--- config.mk ---
export PLATFORM = sky130hd
export DESIGN_NAME = impulse_seq_flat
export DESIGN_NICKNAME = d
export VERILOG_FILES = /design/src/rtl/impulse_seq_if.sv /design/src/rtl/impulse_seq.sv /design/src/flat_wrapper.sv
export SDC_FILE = /design/constraint.sdc
export NUM_CORES = 1
export LEC_CHECK = 0
export CORE_MARGIN = 2
export CORE_UTILIZATION = 55
export CTS_CLUSTER_SIZE = 40
export DETAILED_ROUTE_END_ITERATION = 6
export GPL_TIMING_DRIVEN = 0
export PLACE_DENSITY_LB_ADDON = 0.1
export SLEW_MARGIN = 15
export SYNTH_ARGS = -nofsm -noshare
export SYNTH_HDL_FRONTEND = slang
export SYNTH_SLANG_ARGS = --single-unit
--- constraint.sdc ---
create_clock -name CLK -period 9.8 [get_ports CLK]
set_input_delay 2.94 -clock CLK [delete_from_list [all_inputs] [get_ports CLK]]
set_output_delay 2.94 -clock CLK [all_outputs]
set_load 0.005 [all_outputs]
--- src/rtl/impulse_seq_if.sv ---
// Command bus between the command-memory writer and impulse_seq.
// The writer strobes DATA_WR with all fields valid; the sequencer answers with REQ_COMM.
interface impulse_seq_if;
  logic        DATA_WR;
  logic [63:0] TIME_START;
  logic [15:0] N_impulse;
  logic [1:0]  TYPE_impulse;
  logic [31:0] Interval_Ti;
  logic [31:0] Interval_Tp;
  logic [31:0] Tblank1;
  logic [31:0] Tblank2;
  logic        REQ_COMM;

  modport master (
    output DATA_WR, TIME_START, N_impulse, TYPE_impulse,
           Interval_Ti, Interval_Tp, Tblank1, Tblank2,
    input  REQ_COMM
  );

  modport slave (
    input  DATA_WR, TIME_START, N_impulse, TYPE_impulse,
           Interval_Ti, Interval_Tp, Tblank1, Tblank2,
    output REQ_COMM
  );
endinterface

--- src/rtl/impulse_seq.sv ---
// Time-triggered impulse sequencer: waits for a start time, then plays
// BLANK1 / N x (PULSE, GAP) / BLANK2 and requests the next command.
module impulse_seq #(
  parameter int unsigned REQ_LEN = 4
) (
  input  logic              CLK,
  input  logic              rst_n,
  input  logic [63:0]       TIME,
  impulse_seq_if.slave      cmd,
  output logic              IMP,
  output logic              BLANK,
  output logic              BUSY,
  output logic [1:0]        TYPE_z,
  output logic [15:0]       IMP_CNT,
  output logic              ERR_LATE,
  output logic              ERR_BUSY
);

  typedef enum logic [2:0] {
    IDLE,
    ARMED,
    BLANK1,
    PULSE,
    GAP,
    BLANK2,
    REQ
  } state_t;

  // A step is the state to enter, its length in cycles and the impulse count on entry.
  typedef struct packed {
    state_t      st;
    logic [31:0] len;
    logic [15:0] cnt;
  } step_t;

  localparam logic [31:0] REQ_CYC = (REQ_LEN == 0) ? 32'd1 : 32'(REQ_LEN);

  state_t      state;
  logic [31:0] cnt;
  logic [63:0] start_t;
  logic [15:0] n_lat;
  logic [31:0] ti_lat;
  logic [31:0] tp_lat;
  logic [31:0] tb1_lat;
  logic [31:0] tb2_lat;

  logic [31:0] gap_len;
  logic        timer_done;
  logic        running;
  logic        do_latch;
  logic        late;

  step_t req_step;
  step_t blank2_step;
  step_t pulse_step;
  step_t decide_step;
  step_t start_step;
  step_t after_pulse_step;
  step_t nx;

  function automatic step_t mk_step(state_t s, logic [31:0] l, logic [15:0] c);
    step_t r;
    r.st  = s;
    r.len = l;
    r.cnt = c;
    return r;
  endfunction

  assign gap_len    = (tp_lat > ti_lat) ? (tp_lat - ti_lat) : '0;
  assign timer_done = (cnt <= 32'd1);
  assign running    = (state != IDLE) && (state != ARMED);

  // Resolve zero-length states so a skipped state never costs a cycle.
  // With Ti and the gap both zero, every remaining impulse collapses at once.
  always_comb begin
    req_step = mk_step(REQ, REQ_CYC, IMP_CNT);

    if (tb2_lat != '0) blank2_step = mk_step(BLANK2, tb2_lat, IMP_CNT);
    else               blank2_step = req_step;

    if (ti_lat != '0) begin
      pulse_step = mk_step(PULSE, ti_lat, IMP_CNT + 16'd1);
    end else if (gap_len != '0) begin
      pulse_step = mk_step(GAP, gap_len, IMP_CNT + 16'd1);
    end else begin
      pulse_step     = blank2_step;
      pulse_step.cnt = n_lat;
    end

    if (IMP_CNT < n_lat) decide_step = pulse_step;
    else                 decide_step = blank2_step;

    if (tb1_lat != '0) start_step = mk_step(BLANK1, tb1_lat, IMP_CNT);
    else               start_step = decide_step;

    if (gap_len != '0) after_pulse_step = mk_step(GAP, gap_len, IMP_CNT);
    else               after_pulse_step = decide_step;
  end

  always_comb begin
    nx       = mk_step(state, cnt, IMP_CNT);
    do_latch = 1'b0;
    late     = 1'b0;
    case (state)
      IDLE, ARMED: begin
        if (cmd.DATA_WR) begin
          do_latch = 1'b1;
          if (cmd.TIME_START <= TIME) begin
            late = 1'b1;
            nx   = mk_step(REQ, REQ_CYC, 16'd0);
          end else begin
            nx   = mk_step(ARMED, 32'd0, 16'd0);
          end
        end else if ((state == ARMED) && (TIME >= start_t)) begin
          nx = start_step;
        end
      end
      BLANK1, GAP: begin
        if (timer_done) nx = decide_step;
        else            nx = mk_step(state, cnt - 32'd1, IMP_CNT);
      end
      PULSE: begin
        if (timer_done) nx = after_pulse_step;
        else            nx = mk_step(PULSE, cnt - 32'd1, IMP_CNT);
      end
      BLANK2: begin
        if (timer_done) nx = req_step;
        else            nx = mk_step(BLANK2, cnt - 32'd1, IMP_CNT);
      end
      REQ: begin
        if (timer_done) nx = mk_step(IDLE, 32'd0, IMP_CNT);
        else            nx = mk_step(REQ, cnt - 32'd1, IMP_CNT);
      end
      default: nx = mk_step(IDLE, 32'd0, IMP_CNT);
    endcase
  end

  // Outputs are decoded from the next state so each gate is high in the first cycle of its state.
  always_ff @(posedge CLK) begin
    if (!rst_n) begin
      state        <= IDLE;
      cnt          <= '0;
      IMP          <= 1'b0;
      BLANK        <= 1'b0;
      BUSY         <= 1'b0;
      cmd.REQ_COMM <= 1'b0;
      IMP_CNT      <= '0;
      TYPE_z       <= '0;
      ERR_LATE     <= 1'b0;
      ERR_BUSY     <= 1'b0;
      start_t      <= '0;
      n_lat        <= '0;
      ti_lat       <= '0;
      tp_lat       <= '0;
      tb1_lat      <= '0;
      tb2_lat      <= '0;
    end else begin
      state        <= nx.st;
      cnt          <= nx.len;
      IMP_CNT      <= nx.cnt;
      IMP          <= (nx.st == PULSE);
      BLANK        <= (nx.st == BLANK1) || (nx.st == BLANK2);
      BUSY         <= (nx.st != IDLE);
      cmd.REQ_COMM <= (nx.st == REQ);
      ERR_LATE     <= late;
      if (cmd.DATA_WR && running) begin
        ERR_BUSY <= 1'b1;
      end
      if (do_latch) begin
        start_t <= cmd.TIME_START;
        n_lat   <= cmd.N_impulse;
        ti_lat  <= cmd.Interval_Ti;
        tp_lat  <= cmd.Interval_Tp;
        tb1_lat <= cmd.Tblank1;
        tb2_lat <= cmd.Tblank2;
        TYPE_z  <= cmd.TYPE_impulse;
      end
    end
  end

endmodule

--- src/flat_wrapper.sv ---
// flat-port wrapper written by rule: the top's interface ports become plain ports
module impulse_seq_flat 
#(
  parameter int unsigned REQ_LEN = 4
)
  (CLK, rst_n, TIME, IMP, BLANK, BUSY, TYPE_z, IMP_CNT, ERR_LATE, ERR_BUSY, cmd_DATA_WR, cmd_TIME_START, cmd_N_impulse, cmd_TYPE_impulse, cmd_Interval_Ti, cmd_Interval_Tp, cmd_Tblank1, cmd_Tblank2, cmd_REQ_COMM);
  impulse_seq_if cmd_i ();
  input  logic CLK;
  input  logic rst_n;
  input  logic [63:0] TIME;
  output logic IMP;
  output logic BLANK;
  output logic BUSY;
  output logic [1:0] TYPE_z;
  output logic [15:0] IMP_CNT;
  output logic ERR_LATE;
  output logic ERR_BUSY;
  input wire logic [$bits(cmd_i.DATA_WR)-1:0] cmd_DATA_WR;
  input wire logic [$bits(cmd_i.TIME_START)-1:0] cmd_TIME_START;
  input wire logic [$bits(cmd_i.N_impulse)-1:0] cmd_N_impulse;
  input wire logic [$bits(cmd_i.TYPE_impulse)-1:0] cmd_TYPE_impulse;
  input wire logic [$bits(cmd_i.Interval_Ti)-1:0] cmd_Interval_Ti;
  input wire logic [$bits(cmd_i.Interval_Tp)-1:0] cmd_Interval_Tp;
  input wire logic [$bits(cmd_i.Tblank1)-1:0] cmd_Tblank1;
  input wire logic [$bits(cmd_i.Tblank2)-1:0] cmd_Tblank2;
  output wire logic [$bits(cmd_i.REQ_COMM)-1:0] cmd_REQ_COMM;
  assign cmd_i.DATA_WR = cmd_DATA_WR;
  assign cmd_i.TIME_START = cmd_TIME_START;
  assign cmd_i.N_impulse = cmd_N_impulse;
  assign cmd_i.TYPE_impulse = cmd_TYPE_impulse;
  assign cmd_i.Interval_Ti = cmd_Interval_Ti;
  assign cmd_i.Interval_Tp = cmd_Interval_Tp;
  assign cmd_i.Tblank1 = cmd_Tblank1;
  assign cmd_i.Tblank2 = cmd_Tblank2;
  assign cmd_REQ_COMM = cmd_i.REQ_COMM;
  impulse_seq #(.REQ_LEN(REQ_LEN)) u_core (.CLK(CLK), .rst_n(rst_n), .TIME(TIME), .cmd(cmd_i), .IMP(IMP), .BLANK(BLANK), .BUSY(BUSY), .TYPE_z(TYPE_z), .IMP_CNT(IMP_CNT), .ERR_LATE(ERR_LATE), .ERR_BUSY(ERR_BUSY));
endmodule
==> tab_implementation.tex, run 1 <==
\begin{tabular}{lr}
\hline
Metric & Value \\
\hline
\multicolumn{2}{l}{\textbf{Yosys}} \\
Post-synth top area share & 28.18\% \\
Synth top cells by count & nand2\_1 (569), a21oi\_1 (354), dfxtp\_1 (267) \\
Synth Cell Area & 18960 µm² \\
Post-synthesis cell type count & 91 \\
Sequential element share of the synthesized area & 28.18\% \\
Main synth FF type & dfxtp\_1 \\
Top cells by area in the synthesized netlist & dfxtp\_1 (28\%), ha\_1 (12\%), nand2\_1 (11\%) \\
Most frequently used cell type in the post-synthesis netlist & nand2\_1 \\
Total of warnings raised by yosys & 0 \\
Share of async-settable or async-resettable flops after synthesis & 0\% \\
Number of synthesized flops with an enable pin & 0 \\
Post-Syn Area per Cell & 7.148 µm² \\
Syn Nets & 3109 \\
Syn Inst Count & 2653 \\
Register bit total from synthesis & 267 \\
Most area-hungry cell type in the Yosys netlist & dfxtp\_1 \\
\multicolumn{2}{l}{\textbf{STA}} \\
Max Clock Freq & 129.3 MHz \\
Fin. max-slew vios & 0 \\
Final TNS setup & 0 ns \\
Fin Clk Skew & 0.01557 ns \\
Worst relative slew slack & 10.86\% \\
Final hold viol count & 0 \\
Worst slew pin tran & 1.337 ns \\
Final period demand of the worst path & 7.737 ns \\
Setup repair after global routing missed its margin & false \\
Portion of the clock cycle consumed by the worst path in the final layout & 78.94\% \\
Setup Viol. Count Final & 0 \\
\multicolumn{2}{l}{\textbf{Critical path}} \\
Worst r2r dst & u\_core.IMP\_CNT[14]\$\_SDFFE\_PN0P\_ \\
Critical path startpoint category & input port \\
Critical path type & input port to flop \\
Arrival time of data at the critical path endpoint & 8.26 ns \\
Maximum net fanout on the critical path & 10 \\
Register-to-Register Setup Slack & 4.06 ns \\
Kind of end point of the critical path & flop \\
Required time of the worst setup path & 10.32 ns \\
Worst-case reg-to-reg path depth & 15 \\
Startpoint of the worst register-to-register path & u\_core.ti\_lat[11]\$\_SDFFE\_PN0P\_ \\
\multicolumn{2}{l}{\textbf{Placement}} \\
Placer Congestion & 1.037 \\
Placed standard-cell area & 22560 µm² \\
Detailed placer's ending HPWL & 61550 µm \\
Number of input and output port buffers inserted & 300 \\
\multicolumn{2}{l}{\textbf{Clock network}} \\
Worst skew pair latency & 0.59 ns \\
Number of levels the H-tree was split into & 1 \\
Register clock-pin slew on the reported worst setup and hold paths & 0.07 ns \\
TritonCTS Buffers & 30 \\
CTS Sinks & 267 \\
Hold-fix buffers at CTS & 0 \\
Number of gates resized after cts & 0 \\
Post-CTS setup buffer count & 0 \\
TritonCTS clock tree & done \\
Clock root buffer master & clkbuf\_16 \\
Clock Tree Buf Depth & 3 \\
\multicolumn{2}{l}{\textbf{Floorplan}} \\
Full die area & 35980 µm² \\
Height of the die & 189.7 µm \\
Initial Util & 55.31\% \\
Core region area & 34290 µm² \\
Number of top-level pins & 301 \\
Die X-Extent & 189.7 µm \\
Row count & 68 \\
\multicolumn{2}{l}{\textbf{Drt}} \\
Count of TritonRoute iterations in the first routing pass & 6 \\
DRT Wirelength & 78160 µm \\
Routed length per instance & 22.52 µm \\
Mean number of vias per cell & 6.351 \\
Antenna violation net count after detailed routing & 0 \\
Total vias in the final route & 22040 \\
First DRT Iteration DRCs & 2496 \\
Total DRC errors in the routed layout & 0 \\
\multicolumn{2}{l}{\textbf{Global route}} \\
Maximum number of pins on one net before global-route repair & 15 \\
Number of global-route vias before repair & 21110 \\
Global-route wire length before repair & 118500 µm \\
Total global routing track utilization & 42.38\% \\
Number of antenna violations at the first check in global routing & 3 \\
Grt ovf & 0 \\
\multicolumn{2}{l}{\textbf{Min path}} \\
Worst hold path cell count & 2 \\
Class of the tightest hold or removal check & flop to flop \\
Startpoint of the tightest hold check path & u\_core.start\_t[35]\$\_SDFFE\_PN0P\_ \\
Worst Hold Path EP & u\_core.start\_t[35]\$\_SDFFE\_PN0P\_ \\
\multicolumn{2}{l}{\textbf{Layout}} \\
Signed area change from the synthesized netlist to the final layout & 24.46\% \\
Final core utilization & 68.84\% \\
Sequential Area & 5345 µm² \\
Area of the multi-input gates & 12260 µm² \\
Total number of nets in the final design & 3443 \\
Ratio of cells with drive above 1 in the final layout & 4.151\% \\
Layout filler cell count & 2809 \\
Final non-filler cell area & 23600 µm² \\
\multicolumn{2}{l}{\textbf{Power and ir drop}} \\
Leak pwr & 9.388 nW \\
Power Density & 284.4 nW/µm² \\
Peak ir drop on the vdd network & 242.4 µV \\
\multicolumn{2}{l}{\textbf{Job}} \\
Number of max-cap violations & 0 \\
\multicolumn{2}{l}{\textbf{Run status}} \\
Status & finished clean \\
\hline
\end{tabular}
==> per-layer routing <==
layer / wire (µm) / global-route usage (%) / vias to the layer above
met5: 0 / 0.4121 / -
met4: 4056 / 19.08 / 0
met3: 8820 / 8.688 / 260
met2: 34180 / 66.95 / 1430
met1: 31100 / 55.81 / 10270
li1: - / - / 10080
==> stage by stage <==
stage	instances	hold WS, ns	worst slack (ns)	power, mW
floorplan	2653	0.4363	3.887	3.951
global placement	3408	0.4434	1.707	5.251
detailed placement	3410	0.4463	1.731	5.305
CTS	3466	0.4561	2.310	6.496
global route	3469	0.4683	1.813	6.992
finish	3470	0.4562	2.063	6.713
==> cells by family (layout without fill, tap and decap cells) <==
family / after synthesis / in the layout / synth area share, %
buffers and inverters: 351 / 709 / 7.224
muxes: 28 / 28 / 1.531
DFF: 267 / 267 / 28.19
xor gates and xnor gates: 32 / 32 / 1.478
other: 0 / 4 / 0
AOI/OAI and AO/OA: 818 / 818 / 26.54
adders and majority gates: 179 / 179 / 11.85
and+or+nand+nor: 978 / 978 / 23.19
==> worst max path at each step <==
| stage | slack [ns] | cells past startpoint | to | start |
|---|---|---|---|---|
| floorplan | 3.89 | 13 | u_core.BLANK$_SDFF_PN0_ | TIME[35] |
| finish | 2.06 | 15 | u_core.IMP_CNT[8]$_SDFFE_PN0P_ | TIME[42] |
| detailed placement | 1.73 | 15 | u_core.IMP_CNT[12]$_SDFFE_PN0P_ | TIME[43] |
| global route | 1.81 | 15 | u_core.IMP_CNT[7]$_SDFFE_PN0P_ | TIME[47] |
| CTS | 2.31 | 15 | u_core.IMP_CNT[8]$_SDFFE_PN0P_ | TIME[42] |
| global placement | 1.71 | 15 | u_core.IMP_CNT[12]$_SDFFE_PN0P_ | TIME[43] |
==> report_power, final <==
group	switching [mW]	internal [mW]
Combinational	2.71	1.30
Clock	0.502	0.684
Sequential	0.216	1.30
==> final cells by class <==
class	instances	area share, %
Inverter	203	3.228
Timing Repair Buffer	302	12.79
Clock buffer	44	3.960
Multi-Input combinational cell	2035	51.94
Antenna cell	4	0.04241
Tap cell	455	2.412
Clock inverter	12	0.4082
Buffer	148	2.576
Sequential cell	267	22.65
==> sequential cells by signal (all words and copies together) (netlist names) <==
register	flops
u_core.IMP	1
u_core.state	3
u_core.TYPE_z	2
u_core.tb1_lat	32
u_core.n_lat	16
u_core.ERR_LATE	1
u_core.ERR_BUSY	1
u_core.start_t	64
u_core.IMP_CNT	16
u_core.ti_lat	32
u_core.cnt	32
u_core.tp_lat	32
u_core.BLANK	1
u_core.cmd.REQ_COMM	1
u_core.BUSY	1
u_core.tb2_lat	32
==> worst max-delay path, cell delays in order <==
cell,delay (ns)
clkdlybuf4s50_1,0.47
ha_1,0.33
nand4_1,0.13
nor3_1,0.35
nand4_1,0.26
o32ai_1,0.49
o311ai_1,0.23
and2_1,0.24
clkbuf_1,0.25
nor2_1,0.82
nand2_1,0.57
o21ai_4,0.29
nand2_1,0.32
buf_2,0.37
o21ai_0,0.18
==> layout by cell type (no fill, tap or decap), types with 8 or more instances in the layout <==
cell	count
clkbuf_16	31
and2_1	15
clkdlybuf4s50_1	300
nand3_1	32
nor2_1	129
dfxtp_1	267
nand2b_1	8
inv_1	203
nor4_1	40
mux2_2	8
a31oi_1	27
nor2b_1	10
or2_2	11
a211oi_1	22
a221oi_1	11
nand2_1	569
ha_1	178
a21oi_1	354
o21ai_0	135
o21a_1	30
xnor2_1	17
or3_1	15
o221ai_1	13
o211ai_1	15
and3_1	24
a22oi_1	11
buf_2	18
nor3_1	44
clkbuf_1	120
o22ai_1	28
o31ai_1	12
a21o_1	47
xor2_1	15
clkbuf_8	11
a2111oi_0	10
mux2i_1	20
nand4_1	47
No activity file was read; power rests on OpenSTA's default activity.
==> inputs of run 2 (changes only) <==
==> constraint.sdc (replaced) <==
create_clock -name CLK -period 7.4 [get_ports CLK]
set_input_delay 2.22 -clock CLK [delete_from_list [all_inputs] [get_ports CLK]]
set_output_delay 2.22 -clock CLK [all_outputs]
set_load 0.005 [all_outputs]
==> results of run 2 <==
Same layout as run 1 (identical final DEF). Status: finished clean.
Among the figures that moved: setup slack after placement 1.731 ns -> 0.05062 ns; setup slack after layout 2.063 ns -> 0.3834 ns; register-to-register setup slack 4.06 ns -> 1.66 ns; total power 6.713 mW -> 8.890 mW; worst IR drop on VDD 242.4 µV -> 321.0 µV
